<file path="src/rtl/conf_loader.sv">
// conf_loader: unpacks header+payload packets into configuration register writes.
module conf_loader #(
  parameter int CONF_SIZE = 16
) (
  input  logic        clk,
  input  logic        reset,
  input  logic        s_valid,
  input  logic [31:0] s_data,
  output logic        s_ready,
  input  logic        abort,
  input  logic        clear_err,
  output logic        wr_en_ext,
  output logic [31:0] wr_addr_ext,
  output logic [31:0] wr_data_ext,
  output logic        busy,
  output logic        done,
  output logic        err
);
  typedef enum logic [1:0] {IDLE, DATA, DONE} state_t;
  state_t      state;
  logic [15:0] base, index, remaining;
  logic [31:0] addr;
  logic        xfer, in_range;
  assign s_ready  = state != DONE;
  assign busy     = state != IDLE;
  assign done     = state == DONE;
  assign xfer     = s_valid && s_ready;
  // widened before the add so base+index never wraps past 16 bits
  assign addr     = 32'(base) + 32'(index);
  assign in_range = addr < 32'(CONF_SIZE);
  always_ff @(posedge clk or posedge reset) begin
    if (reset) begin
      state       <= IDLE;
      base        <= '0;
      index       <= '0;
      remaining   <= '0;
      wr_en_ext   <= 1'b0;
      wr_addr_ext <= '0;
      wr_data_ext <= '0;
      err         <= 1'b0;
    end else begin
      wr_en_ext <= 1'b0;
      if (clear_err) err <= 1'b0;
      if (abort) begin
        state     <= IDLE;
        index     <= '0;
        remaining <= '0;
      end else if (state == IDLE) begin
        if (xfer) begin
          base      <= s_data[31:16];
          remaining <= s_data[15:0];
          index     <= '0;
          state     <= s_data[15:0] == 16'd0 ? DONE : DATA;
        end
      end else if (state == DATA) begin
        if (xfer) begin
          if (in_range) begin
            wr_en_ext   <= 1'b1;
            wr_addr_ext <= addr;
            wr_data_ext <= s_data;
          end else begin
            err <= 1'b1;
          end
          index     <= index + 16'd1;
          remaining <= remaining - 16'd1;
          if (remaining == 16'd1) state <= DONE;
        end
      end else begin
        state <= IDLE;
      end
    end
  end
endmodule

</file>
<file path="config.mk">
export PLATFORM = sky130hd
export DESIGN_NAME = conf_loader
export DESIGN_NICKNAME = d
export VERILOG_FILES = /design/src/rtl/conf_loader.sv
export SDC_FILE = /design/constraint.sdc
export NUM_CORES = 1
export LEC_CHECK = 0
export ABC_CLOCK_PERIOD_IN_PS = 6500
export CORE_AREA = 2 2 112 114
export CTS_CLUSTER_SIZE = 40
export DETAILED_ROUTE_END_ITERATION = 6
export DIE_AREA = 0 0 114 116
export DONT_BUFFER_PORTS = 1
export SETUP_SLACK_MARGIN = 0.02
export SLEW_MARGIN = 5
export SYNTH_ARGS = -nofsm -noshare
export SYNTH_HDL_FRONTEND = slang
export SYNTH_SLANG_ARGS = --single-unit
</file>
<file path="constraint.sdc">
create_clock -name clk -period 6.5 [get_ports clk]
set_clock_uncertainty 0.1 [all_clocks]
set_input_delay 0.325 -clock clk [delete_from_list [all_inputs] [get_ports clk]]
set_output_delay 0.325 -clock clk [all_outputs]
set_load 0.03 [all_outputs]
</file>
==> qor.yml <==
power:
  powerDensity_nw_per_um2: 271
  ir_drop_v: 0.000167
  finalPower_mw: 1.57
  leakage_nw: 2.77
timing:
  worst_pin_slew_ns: 0.987
  tns_ns: 0
  slew_violations: 0
  slew_headroom: 0.341
  fmax_mhz: 238
  rsz0062_at_grt: "no"
  layout_setup_ws_ns: 2.30
  setup_viol: 0
  hold_viol: 0
  whs_ns: 0.0226
  min_period_ns: 4.20
  finalCritPeriodShare: 0.646
worst_setup_path:
  critical_path.startpoint_type: "flop"
  regToRegSetupSlack_ns: 2.30
  cp.arrival_ns: 4.34
  reg2reg_depth: 11
  rr_endpoint: "wr_data_ext[16]"
  required_ns: 6.63
  cp_max_fo: 39
  crit_type: "reg -> reg"
  end_kind: "flop"
  r2r-start: "index[0]"
cells_and_area:
  fin_util: 0.487
  final_area_um2: 5800
  final_cells: 649
  nNetsFinal: 555
  area_growth_syn_to_layout_pct: 6.91
  n_antenna_cell: 0
  final_layout_size_suffix_gt1_frac: 0.159
hold_path:
  worstHoldEndpoint: "wr_data_ext[30]"
  hold_path.startpoint: "s_data[30]"
  whs_path_depth: 1
  hold_path_class: "in -> reg"
global_route:
  antenna_found_initial: 0
  grt_pass1_wl_mm: 19.2
  overflow: 0
  grt.total_usage: 0.187
  grt_pass1_vias: 3562
  grt_max_degree: 68
clock_network:
  clock_latency_ns: 0.34
  clock_path_buffers: 2
  cts-root-buf: "clkbuf_16"
  cts_buffers: 9
  cts_setup_buffers: 0
  clk_pin_slew_ns: 0.07
  htree_levels: 3
  cts.sinks: 101
  post_cts_resized: 0
  cts_tree: "done"
logic_synthesis:
  synth_ff_type: "dfrtp_1"
  synth_cells: 498
  synth_top_cells_by_area: "dfrtp_1 (47%), mux2_4 (10%), ha_1 (4.4%)"
  syn_area_per_cell_um2: 10.9
  yosys.area.top_type_share: 0.466
  ys_seq_area_frac: 0.466
  synth_cell_type_count: 55
  async_flop_share: 1.00
  synth.yosys.warnings: 0
  synth-edff-count: 0
  yosysTopAreaCell: "dfrtp_1"
  synth_area_um2: 5430
  ys_seq_elements: 101
detailed_routing:
  dr.pass1.iters: 4
  post_drt_wl_per_cell_um: 18.4
  drt_iter0_markers: 203
  viasPerCell: 5.69
  ant_nets: 0
  vias: 3696
  drcViolationCount: 0
  routed_wl_mm: 12.0
floorplanning:
  rows: 40
  core_um2: 11900
  io_pins: 106
  initial_core_util: 0.456
  dieHeight_um: 116
  die-area_um2: 13200
  die_w_um: 114
place:
  place_area_um2: 5450
  dpl.hpwl_mm: 8.34
  io_buffers: 0
  gp_congestion: 0.879
  place_ws_ns: 2.30
  dp_cells: 631
run:
  maxCapViolations: 0
status:
  status: "finished, final reports clean"
worst max-delay path, cell delays in order, from the launching register on:
cell and delay [ns]:
dfrtp_1 0.42, ha_1 0.23, fa_1 0.44, a21o_1 0.23
a221oi_2 0.26, xor2_1 0.17, o2111ai_1 0.14, nor4_2 0.17
nand4_1 0.19, or4_2 0.92, buf_4 0.42, mux2_4 0.37
logic make-up after synthesis:
logic type	after synthesis	synth area share
buffers and inverters	44	0.0542
xor gates and xnor gates	19	0.0307
muxes	54	0.136
other	1	0.000691
and+or+nand+nor	143	0.136
AOI/OAI and AO/OA	116	0.129
adders and majority gates	20	0.0475
DFF	101	0.466
cells in the mapped netlist (all sizes together), types with 2 or more instances:
cell type	instances
o21a	4
nor4	9
and4	2
nor2b	3
or4	2
and2	16
xor2	14
ha	19
nor3	11
clkbuf	9
a31oi	3
a41oi	2
mux2i	2
a2111oi	2
nor2	39
a21oi	40
o21bai	2
o22ai	3
dfrtp	101
or3	2
nand4	11
nand2b	7
mux2	52
a22oi	3
o21ai	45
buf	23
a21o	4
inv	12
nand2	23
and3	7
xnor2	5
nor3b	2
nand3	8
area by class of cell:
type / instances / area (um2)
Multi-Input combinational cell: 367 / 2660
Tap cell: 147 / 184
Inverter: 12 / 47.5
Clock inverter: 5 / 85.1
Timing Repair Buffer: 7 / 60.1
Clock buffer: 10 / 239
Fill cell: 1091 / 6110
Sequential cell: 101 / 2530
power by group:
part           internal (mW)  switching (mW)
registers              0.669          0.0365
logic                  0.107           0.177
clock network          0.347           0.237
flip-flops by register name, summed over array words and instances, names as in the netlist:
name	flops
base	16
err	1
index	16
remaining	16
state	2
wr_addr_ext	17
wr_data_ext	32
wr_en_ext	1
cells in the final DEF (no fill, tap or decap), types with 4 or more instances in the layout:
cell         n
mux2_4      36
nand2b_1     7
xor2_1      14
ha_1        19
a21o_1       4
o21a_1       4
mux2_2      16
and2_1      16
nor4_1       8
o21ai_0     44
a21oi_1     39
nor2_1      39
nor3_1      11
conb_1      15
nand3_1      8
buf_4        4
and3_1       7
xnor2_1      5
clkbuf_16    9
inv_1       11
dfrtp_1    101
nand4_1     10
nand2_1     23
what timing repair did:
action | CTS | global route
endpoints found under the hold margin | 36 | 0
endpoints found under the setup margin | 0 | 0
hold buffers | 3 | 0
worst max path at each step:
stage	start	to	slack [ns]	cells past startpoint
6_report	index[0]	wr_data_ext[16]	2.30	11
5_1_grt	index[0]	wr_data_ext[14]	2.07	11
4_1_cts	index[0]	wr_data_ext[7]	2.28	11
3_5_place_dp	index[0]	wr_data_ext[15]	2.30	11
3_3_place_gp	index[0]	wr_data_ext[22]	2.36	11
2_1_floorplan	index[0]	wr_data_ext[0]	3.14	12
layer usage:
metal / track usage / up-vias / part of all wire
met5: 0 / - / 0
met4: 0.0398 / 0 / 0.011
met3: 0.0596 / 11 / 0.074
met2: 0.287 / 115 / 0.44
met1: 0.261 / 1813 / 0.47
li1: - / 1757 / -
Note: power is estimated with default switching activity, not from simulation.
